**config.mk**
```make
export PLATFORM = sky130hd
export DESIGN_NAME = ll_req_sequencer
export DESIGN_NICKNAME = d
export VERILOG_FILES = /design/src/rtl/ll_req_sequencer_pkg.sv /design/src/rtl/ll_req_fifo.sv /design/src/rtl/ll_req_sequencer.sv
export SDC_FILE = /design/constraint.sdc
export NUM_CORES = 1
export LEC_CHECK = 0
export CORE_UTILIZATION = 57
export CTS_CLUSTER_DIAMETER = 100
export DETAILED_ROUTE_END_ITERATION = 10
export PLACE_DENSITY = 0.84
export SLEW_MARGIN = 20
export SYNTH_ARGS = -nofsm -noshare
export SYNTH_HDL_FRONTEND = slang
export SYNTH_SLANG_ARGS = --single-unit
```
**constraint.sdc**
```tcl
create_clock -name clk -period 3.4 [get_ports clk]
set_input_delay 0.68 -clock clk [delete_from_list [all_inputs] [get_ports clk]]
set_output_delay 0.68 -clock clk [all_outputs]
set_load 0.005 [all_outputs]
```
**src/rtl/ll_req_sequencer_pkg.sv**
```systemverilog
// Shared request/response encodings and widths for the list request sequencer.
// Latency: n/a (types and constants only).
// Backpressure: n/a.
package ll_req_sequencer_pkg;

    localparam int PTR_WD     = 4;
    localparam int WR_DATA_WD = 8;

    typedef enum logic [1:0] {
        REQ_READ   = 2'd0,
        REQ_WRITE  = 2'd1,
        REQ_INSERT = 2'd2,
        REQ_DELETE = 2'd3
    } t_req_types;

    // RESP_TIMEOUT is generated locally by the sequencer watchdog, never by the list.
    typedef enum logic [1:0] {
        RESP_OK       = 2'd0,
        RESP_ERROR    = 2'd1,
        RESP_ADDR_ERR = 2'd2,
        RESP_TIMEOUT  = 2'd3
    } t_resp_types;

    typedef enum logic [1:0] {
        ST_IDLE  = 2'd0,
        ST_ISSUE = 2'd1,
        ST_WAIT  = 2'd2,
        ST_RET   = 2'd3
    } t_seq_state;

endpackage

```
**src/rtl/ll_req_fifo.sv**
```systemverilog
// Synchronous FIFO holding packed {type,pos,data,tag} request entries.
// Latency: an entry pushed this cycle is visible at the head the next cycle.
// Backpressure: push ignored while full, pop ignored while empty.
module ll_req_fifo #(
    parameter int WIDTH = 8,
    parameter int DEPTH = 4
) (
    input  logic             clk,
    input  logic             reset,
    input  logic             push,
    input  logic [WIDTH-1:0] push_dat,
    input  logic             pop,
    output logic [WIDTH-1:0] pop_dat,
    output logic             full,
    output logic             empty
);

    localparam int AW = $clog2(DEPTH);

    // Extra MSB on each pointer distinguishes full from empty when indices match.
    logic [AW:0]      wr_ptr;
    logic [AW:0]      rd_ptr;
    logic [WIDTH-1:0] mem [DEPTH];
    logic             do_push;
    logic             do_pop;

    assign full    = (wr_ptr[AW] != rd_ptr[AW]) && (wr_ptr[AW-1:0] == rd_ptr[AW-1:0]);
    assign empty   = (wr_ptr == rd_ptr);
    assign do_push = push && !full;
    assign do_pop  = pop && !empty;
    assign pop_dat = mem[rd_ptr[AW-1:0]];

    // Pointer update; reset discards every queued entry.
    always_ff @(posedge clk) begin
        if (reset) begin
            wr_ptr <= '0;
            rd_ptr <= '0;
        end else begin
            if (do_push) wr_ptr <= wr_ptr + 1'b1;
            if (do_pop)  rd_ptr <= rd_ptr + 1'b1;
        end
    end

    // Storage write; contents need no reset since the pointers gate visibility.
    always_ff @(posedge clk) begin
        if (do_push) mem[wr_ptr[AW-1:0]] <= push_dat;
    end

endmodule

```
**src/rtl/ll_req_sequencer.sv**
```systemverilog
// Host front end for the linked list: queues tagged requests, issues one at a time, returns tagged responses.
// Latency: ll_req_vld 2 cycles after a push into an empty FIFO; host response 1 cycle after the list response.
// Backpressure: host_req_rdy = FIFO not full; issue waits on ll_intf_ready; RET holds until host_resp_rdy.
module ll_req_sequencer
    import ll_req_sequencer_pkg::*;
#(
    parameter int FIFO_DEPTH = 4,
    parameter int TAG_WD     = 4,
    parameter int TMO_CYCLES = 256
) (
    input  logic                  clk,
    input  logic                  reset,
    input  logic                  host_req_vld,
    output logic                  host_req_rdy,
    input  t_req_types            host_req_type,
    input  logic [PTR_WD-1:0]     host_req_pos,
    input  logic [WR_DATA_WD-1:0] host_req_data,
    input  logic [TAG_WD-1:0]     host_req_tag,
    output logic                  ll_req_vld,
    output t_req_types            ll_req_type,
    output logic [PTR_WD-1:0]     ll_req_pos,
    output logic [WR_DATA_WD-1:0] ll_req_data,
    input  logic                  ll_intf_ready,
    input  logic                  ll_resp_vld,
    input  t_resp_types           ll_resp_type,
    input  logic [WR_DATA_WD-1:0] ll_resp_data,
    input  logic                  ll_resp_data_vld,
    output logic                  ll_resp_taken,
    output logic                  host_resp_vld,
    input  logic                  host_resp_rdy,
    output t_resp_types           host_resp_type,
    output logic [WR_DATA_WD-1:0] host_resp_data,
    output logic                  host_resp_data_vld,
    output logic [TAG_WD-1:0]     host_resp_tag,
    output logic                  busy
);

    localparam int ENT_WD = 2 + PTR_WD + WR_DATA_WD + TAG_WD;
    localparam int TW     = $clog2(TMO_CYCLES) + 1;

    t_seq_state            state;
    t_seq_state            state_nxt;
    logic                  fifo_full;
    logic                  fifo_empty;
    logic                  fifo_pop;
    logic [ENT_WD-1:0]     fifo_wr_dat;
    logic [ENT_WD-1:0]     fifo_rd_dat;
    logic [1:0]            head_type;
    logic [PTR_WD-1:0]     head_pos;
    logic [WR_DATA_WD-1:0] head_data;
    logic [TAG_WD-1:0]     head_tag;
    logic [TW-1:0]         timer;
    logic                  timeout;
    logic [TAG_WD-1:0]     tag_q;
    t_resp_types           resp_type_q;
    logic [WR_DATA_WD-1:0] resp_data_q;
    logic                  resp_data_vld_q;

    assign fifo_wr_dat = {host_req_type, host_req_pos, host_req_data, host_req_tag};
    assign {head_type, head_pos, head_data, head_tag} = fifo_rd_dat;

    ll_req_fifo #(
        .WIDTH (ENT_WD),
        .DEPTH (FIFO_DEPTH)
    ) u_fifo (
        .clk      (clk),
        .reset    (reset),
        .push     (host_req_vld && host_req_rdy),
        .push_dat (fifo_wr_dat),
        .pop      (fifo_pop),
        .pop_dat  (fifo_rd_dat),
        .full     (fifo_full),
        .empty    (fifo_empty)
    );

    // Ready is forced low during reset so no request is accepted into a FIFO being cleared.
    assign host_req_rdy       = !fifo_full && !reset;
    // Any list response is consumed; outside WAIT it is simply dropped.
    assign ll_resp_taken      = ll_resp_vld && !reset;
    assign host_resp_type     = resp_type_q;
    assign host_resp_data     = resp_data_q;
    assign host_resp_data_vld = resp_data_vld_q;
    assign host_resp_tag      = tag_q;
    assign busy               = (state != ST_IDLE) || !fifo_empty;

    // State register.
    always_ff @(posedge clk) begin
        if (reset) state <= ST_IDLE;
        else       state <= state_nxt;
    end

    // Next-state and per-state outputs; the timer is checked one count early so RET lands TMO_CYCLES after ISSUE.
    always_comb begin
        state_nxt     = state;
        fifo_pop      = 1'b0;
        ll_req_vld    = 1'b0;
        ll_req_type   = REQ_READ;
        ll_req_pos    = '0;
        ll_req_data   = '0;
        host_resp_vld = 1'b0;
        timeout       = 1'b0;
        case (state)
            ST_IDLE: begin
                if (!fifo_empty && ll_intf_ready) state_nxt = ST_ISSUE;
            end
            ST_ISSUE: begin
                ll_req_vld  = 1'b1;
                ll_req_type = t_req_types'(head_type);
                ll_req_pos  = head_pos;
                ll_req_data = head_data;
                fifo_pop    = 1'b1;
                state_nxt   = ST_WAIT;
            end
            ST_WAIT: begin
                if (ll_resp_vld) begin
                    state_nxt = ST_RET;
                end else if (timer == TW'(TMO_CYCLES - 2)) begin
                    timeout   = 1'b1;
                    state_nxt = ST_RET;
                end
            end
            ST_RET: begin
                host_resp_vld = 1'b1;
                if (host_resp_rdy) state_nxt = ST_IDLE;
            end
            default: state_nxt = ST_IDLE;
        endcase
    end

    // Tag latch, watchdog timer and response capture; a real response takes priority over timeout.
    always_ff @(posedge clk) begin
        if (reset) begin
            tag_q           <= '0;
            timer           <= '0;
            resp_type_q     <= RESP_OK;
            resp_data_q     <= '0;
            resp_data_vld_q <= 1'b0;
        end else begin
            if (state == ST_ISSUE) tag_q <= head_tag;
            if (state == ST_WAIT)  timer <= timer + 1'b1;
            else                   timer <= '0;
            if (state == ST_WAIT && ll_resp_vld) begin
                resp_type_q     <= ll_resp_type;
                resp_data_q     <= ll_resp_data;
                resp_data_vld_q <= ll_resp_data_vld;
            end else if (timeout) begin
                resp_type_q     <= RESP_TIMEOUT;
                resp_data_q     <= '0;
                resp_data_vld_q <= 1'b0;
            end
        end
    end

endmodule

```
# Yosys cells after proc, flatten, opt, wreduce, memory -nomap -nowiden

Memory sizes are Yosys's and may differ from the RTL's. A register that Yosys moved wholly into a read port is not among the register bits.
Cells that the tools add are included.

RAM bits: 72
Memory bits (read-only): 0
Output and inout port bits: 34
Word-level logic and storage cells: 63
Register bits after elaboration: 32
Memories: 1
Bits in latches: 0
Bits of input ports: 35

Memories:

| memory     | words | bits a word | rd ports | clocked after memory_dff | write ports | RTL line          | RTL |
|---|---|---|---|---|---|---|---|
| u_fifo.mem | 4     | 18          | 1        | 1                        | 1           | ll_req_fifo.sv:23 | `logic [WIDTH-1:0] mem [DEPTH];` |

Multiplexer cells: 23
Equal/unequal tests: 10
$lt $le $gt $ge: 0
Divide/modulo/power cells: 0
Multiply operators: 0
Add/subtract/negate cells: 3
Reductions and logical operators: 17
Shift operators: 0
Bitwise operators: 1

Operators with widths:

| operator              | count |
|---|---|
| $mux W8               | 3 |
| $mux W2               | 9 |
| $add A9 B1 Y9 const B | 1 |
| $eq A9 B8 Y1 const B  | 1 |
| $mux W1               | 9 |
| $logic_and A1 B1 Y1   | 8 |
| $pmux W2 S4           | 1 |
| $add A3 B1 Y3 const B | 2 |
| $eq A2 B2 Y1 const B  | 2 |
| $mux W4               | 1 |
| $ne A2 B2 Y1 const B  | 2 |
| $reduce_bool A2 Y1    | 2 |
| $eq A3 B3 Y1          | 1 |
| $logic_not A1 Y1      | 3 |
| $ne A3 B3 Y1 const B  | 1 |
| $reduce_and A3 Y1     | 1 |
| $eq A2 B1 Y1 const B  | 1 |
| $eq A2 B2 Y1          | 1 |
| $logic_not A2 Y1      | 1 |
| $reduce_or A2 Y1      | 1 |
| $logic_or A1 B1 Y1    | 1 |
| $ne A1 B1 Y1          | 1 |
| $not A1 Y1            | 1 |

# Longest topological paths before layout

Depth in word-level cells: 8
Gate-level depth with buffers: 6
Depth with buffers taken out: 6

# Modules after synthesis

Synthesis repeated with hierarchy kept, for this count alone.

Cells, all modules: 286
Area, all modules: 4366.7 sq um

Modules (own cells, without submodules):

| module           | seq. area each (sq um) | cells an instance | area each (sq um) | times used |
|---|---|---|---|---|
| ll_req_fifo      | 2322.2                 | 162               | 3170.5            | 1 |
| ll_req_sequencer | 520.5                  | 124               | 1196.1            | 1 |

# Least setup slack after synthesis

No wires, ideal clock.

Kind: register -> output
Start point: reg (tool-made name)
End point: out ll_req_data[0]
Slack: 1.268 ns
Stages on the path, launching flop included: 5
Arrival: 1.452 ns
Cells stage by stage: dfxtp_1 buf_2 buf_4 mux4_2 and2_1

RTL lines:

| what          | RTL line               | RTL |
|---|---|---|
| end, declared | ll_req_sequencer.sv:22 | `output logic [WR_DATA_WD-1:0] ll_req_data,` |

==> impl.org <==
** Worst setup path
- STA puts the critical path data required time at 2720 ps.
- Critical path type :: flop to output port
- In this design, the largest share of critical-path delay is due to buffers and inverters.
- The largest single stage delay on the critical path is between 500 and 600 ps.
- Worst setup EP type :: output port
- For this design, the slowest cell found on the critical path is dfxtp_1.
- The worst setup path is launched from a flop.
- Critical Path AT :: 2150 ps
- Traced cell by cell, the critical path runs through buf_4, mux4_2, and2_1, clkdlybuf4s50_1.
- Number of buffers and inverters on the critical path :: 2
- Along the worst path, the maximum fanout reaches 11.

** Detailed routing
- The detailed router finished its first iteration with 170 violations.
- For this block, the via count after detailed routing is approximately 2,400.
- After detailed routing, the average wire length per cell comes to ~17 um.
- After detailed routing, the total wire length is ~7.6 mm.
- The count of nets left with antenna violations once routing finished came out at 0.
- Ratio of routed vias to standard cells :: 5.336
- Router iterations before antenna repair :: 4
- Detailed-route DRC error count :: 0

** Outcome
- The flow ran to the end, and the final reports show no timing, DRC or antenna violations.

** Floorplan
- Initial cell density of the core :: 58.86%
- Row generation in the floorplan step produced 31 rows.
- Vertical die dimension :: 88.32 um
- Die area :: 7800 um^2
- Ports :: 69
- The core region is slightly above 7000 um^2.
- Horizontal die dimension :: 88.32 um

** STA
- After layout, the minimum clock period comes to 2829 ps.
- The tightest hold path in the finished design has a slack of 483.7 ps.
- Setup total negative slack :: 0 ps
- Count of final max-slew check failures :: 0
- Setup repair after global routing left no endpoint under its margin.
- For this run, the top clock speed supported by timing is 353.5 MHz.
- For the pin with the worst max-slew slack, the measured transition is just over 600 ps.
- The final critical path takes up between 80% and 90% of the cycle.
- The worst pin sits at a relative slew slack of 58.55%.
- Final number of setup-violating endpoints :: 0
- Final hold violation count :: 0
- Post-route setup slack :: 571.4 ps
- Across the routed clock network, the largest skew measured is 9.715 ps.

** Clocking
- Buffer cell driving the clock tree root :: clkbuf_8
- CTS Buf Count :: 9
- In this run, post-CTS hold repair placed 0 buffers.
- Maximum root-to-sink buffer count :: 2
- At the later pin of the worst-skew pair, clock insertion delay measures 360 ps.
- Clock transition at the registers of the reported paths :: 100 ps
- CTS tree :: yes
- Num Clock Sinks :: 106
- Postcts setup bufs :: 0
- Depth of the CTS H-tree :: 3
- The number of gates resized after CTS was 0.

** Layout
- The area growth from synthesis to layout is 23.34%.
- The top cell types in the final layout, fill and taps aside, are 72 x edfxtp_1, 68 x clkdlybuf4s50_1, 34 x dfxtp_1, 19 x nor2_1, 18 x mux4_2.
- Nets :: between 300 and 400
- Most common cell after layout, fill and taps aside :: edfxtp_1
- Of the cells placed in the final design, the portion with a size suffix greater than 1 is roughly 14%.
- 0 antenna diodes ended up in the layout.
- Fill cell count :: 491

** Synth
- Biggest area contributors in the synthesized netlist :: edfxtp_1 51%, dfxtp_1 16%, mux4_2 9.5%
- The biggest area contributor in the post-synthesis netlist is edfxtp_1.
- Area fraction of the dominant cell type after synthesis :: roughly 51%
- Cells after synthesis :: 277
- The synthesized netlist occupies a cell area of approximately 4200 um^2.
- Post-synthesis net count :: 324
- Synthesis warning total :: 0
- A synthesized cell averages approximately 15 um^2.
- Of the synthesized area, sequential elements account for 66.94%.
- Number of unique standard cell types used by synthesis :: 36
- Seq cells post-synth :: between 100 and 150

** Placement
- During placement, the flow inserted port buffers numbering 68.
- Place WS :: 779.9 ps
- Post-DP HPWL :: 5.090 mm
- Last weighted congestion value of the routability-driven placer :: 0.7461

** GRT
- The number of antenna violations at the first check in global routing was 0.
- Global routing finished with a remaining overflow of 0.
- Via count of the first global-routing pass :: 2,484
- Total Routing Usage GR :: 20.68%
- Entering global routing, the biggest net connects 20 pins.
- The first global-routing pass estimated between 10 and 15 mm of wire.

** Power
- In this run, the combinational gates consume around a fifth of the power.
- Overall power consumption after layout is estimated at 2.797 mW.
- For this design the total switching power over the nets is between 0.7 and 0.8 mW.
- Maximum ir drop on the vdd rail :: approximately 0.35 mV
- Power per cell area :: 534.1 nW/um^2
- Internal portion of total power :: 2.070 mW
- Clk pwr share :: 25.8%
- Sw frac :: 26.01%
- Summed over all cells, the static leakage comes to 1.768 nW.
- Sequential Power Share :: 53.2%

** Run
- Number of maximum-capacitance violations :: 0

** Hold path
- The path class of the tightest hold or removal check is flop to flop.
## power groups by stage
stage / Clock [mW] / Combinational, mW / Sequential, mW
global placement: 0 / 0.574 / 1.51
global route: 0.784 / 0.651 / 1.50
finish: 0.721 / 0.589 / 1.49
floorplan: 0 / 0.318 / 1.51
detailed placement: 0 / 0.596 / 1.52
CTS: 0.736 / 0.600 / 1.49
## cell families after synthesis
kind of cell | count (synthesis) | share of synthesized area (%)
AOI/OAI and AO/OA | 32 | 5.245
DFF | 106 | 66.94
adders and majority gates | 12 | 3.536
and+or+nand+nor | 67 | 7.896
buffers and inverters | 20 | 1.915
muxes | 25 | 11.20
xor gates and xnor gates | 15 | 3.270
## through the flow
step / utilization (%) / area (um^2) / instances
6_report: 72.60 / 5238 / 455
3_3_place_gp: 69.98 / 5049 / 439
5_1_grt: 72.60 / 5238 / 455
3_5_place_dp: 69.98 / 5049 / 439
2_1_floorplan: - / 4247 / 277
4_1_cts: 72.60 / 5238 / 455
## Yosys cell counts
cell type / count
and2_2: 3
a311oi_4: 1
o31ai_1: 3
dfxtp_1: 34
and2_1: 15
a31oi_1: 1
nor2b_1: 2
clkbuf_1: 6
o311ai_0: 1
buf_1: 2
nor2_1: 19
a21oi_1: 10
ha_1: 12
a211o_1: 1
xor2_1: 10
mux4_2: 18
and4_1: 1
nand2_1: 17
nor3_1: 2
inv_1: 9
a211oi_1: 2
buf_4: 1
xor2_2: 1
and4b_1: 1
buf_2: 1
a211oi_2: 1
nand4_1: 2
nand3_1: 3
xnor2_1: 4
edfxtp_1: 72
mux2i_1: 7
and2_4: 1
clkbuf_2: 1
and3_1: 1
o221a_2: 2
o21ai_0: 10
## worst register-to-register path, cell delays in order (launching register included)
cell      delay, ps
dfxtp_1         500
xnor2_1         190
a311oi_4        430
and2_2          540
## state kept, by name (all words and copies together) (netlist names), named ones only
| name | count |
|---|---|
| host_resp_tag | 4 |
| state | 2 |
| host_resp_data_vld | 1 |
| u_fifo.wr_ptr | 3 |
| u_fifo.rd_ptr | 3 |
| timer | 9 |
| host_resp_type | 2 |
| host_resp_data | 8 |
| u_fifo.mem | 72 |
## per-layer routing
layer	GRT usage, %	routed length [um]
met2	35.52	3845
met5	0	0
met4	9.091	104
met3	5.877	446
met1	24.37	3170
## path summary, 6_finish.rpt
path | startpoint | endpoint | slack (ps) | depth (start not counted)
worst min register to register | host_resp_data_vld | host_resp_data_vld | 480 | 2
worst max-delay path | flop | ll_req_type[1] | 570 | 4
worst max register to register | u_fifo.wr_ptr[0] | u_fifo.mem[1][13] | 1370 | 3
worst min-delay path | host_resp_data_vld | host_resp_data_vld | 480 | 2
## layout make-up
type / instances / area (um^2) / share of cell area (%)
Sequential cell: 106 / 2843 / 54.28
Multi-Input combinational cell: 151 / 1323 / 25.25
Timing Repair Buffer: 74 / 725.7 / 13.86
Clock buffer: 10 / 137.6 / 2.628
Tap cell: 99 / 123.9 / 2.365
Clock inverter: 6 / 51.30 / 0.9795
Inverter: 9 / 33.78 / 0.6450
Note: power is estimated with default switching activity, not from simulation.
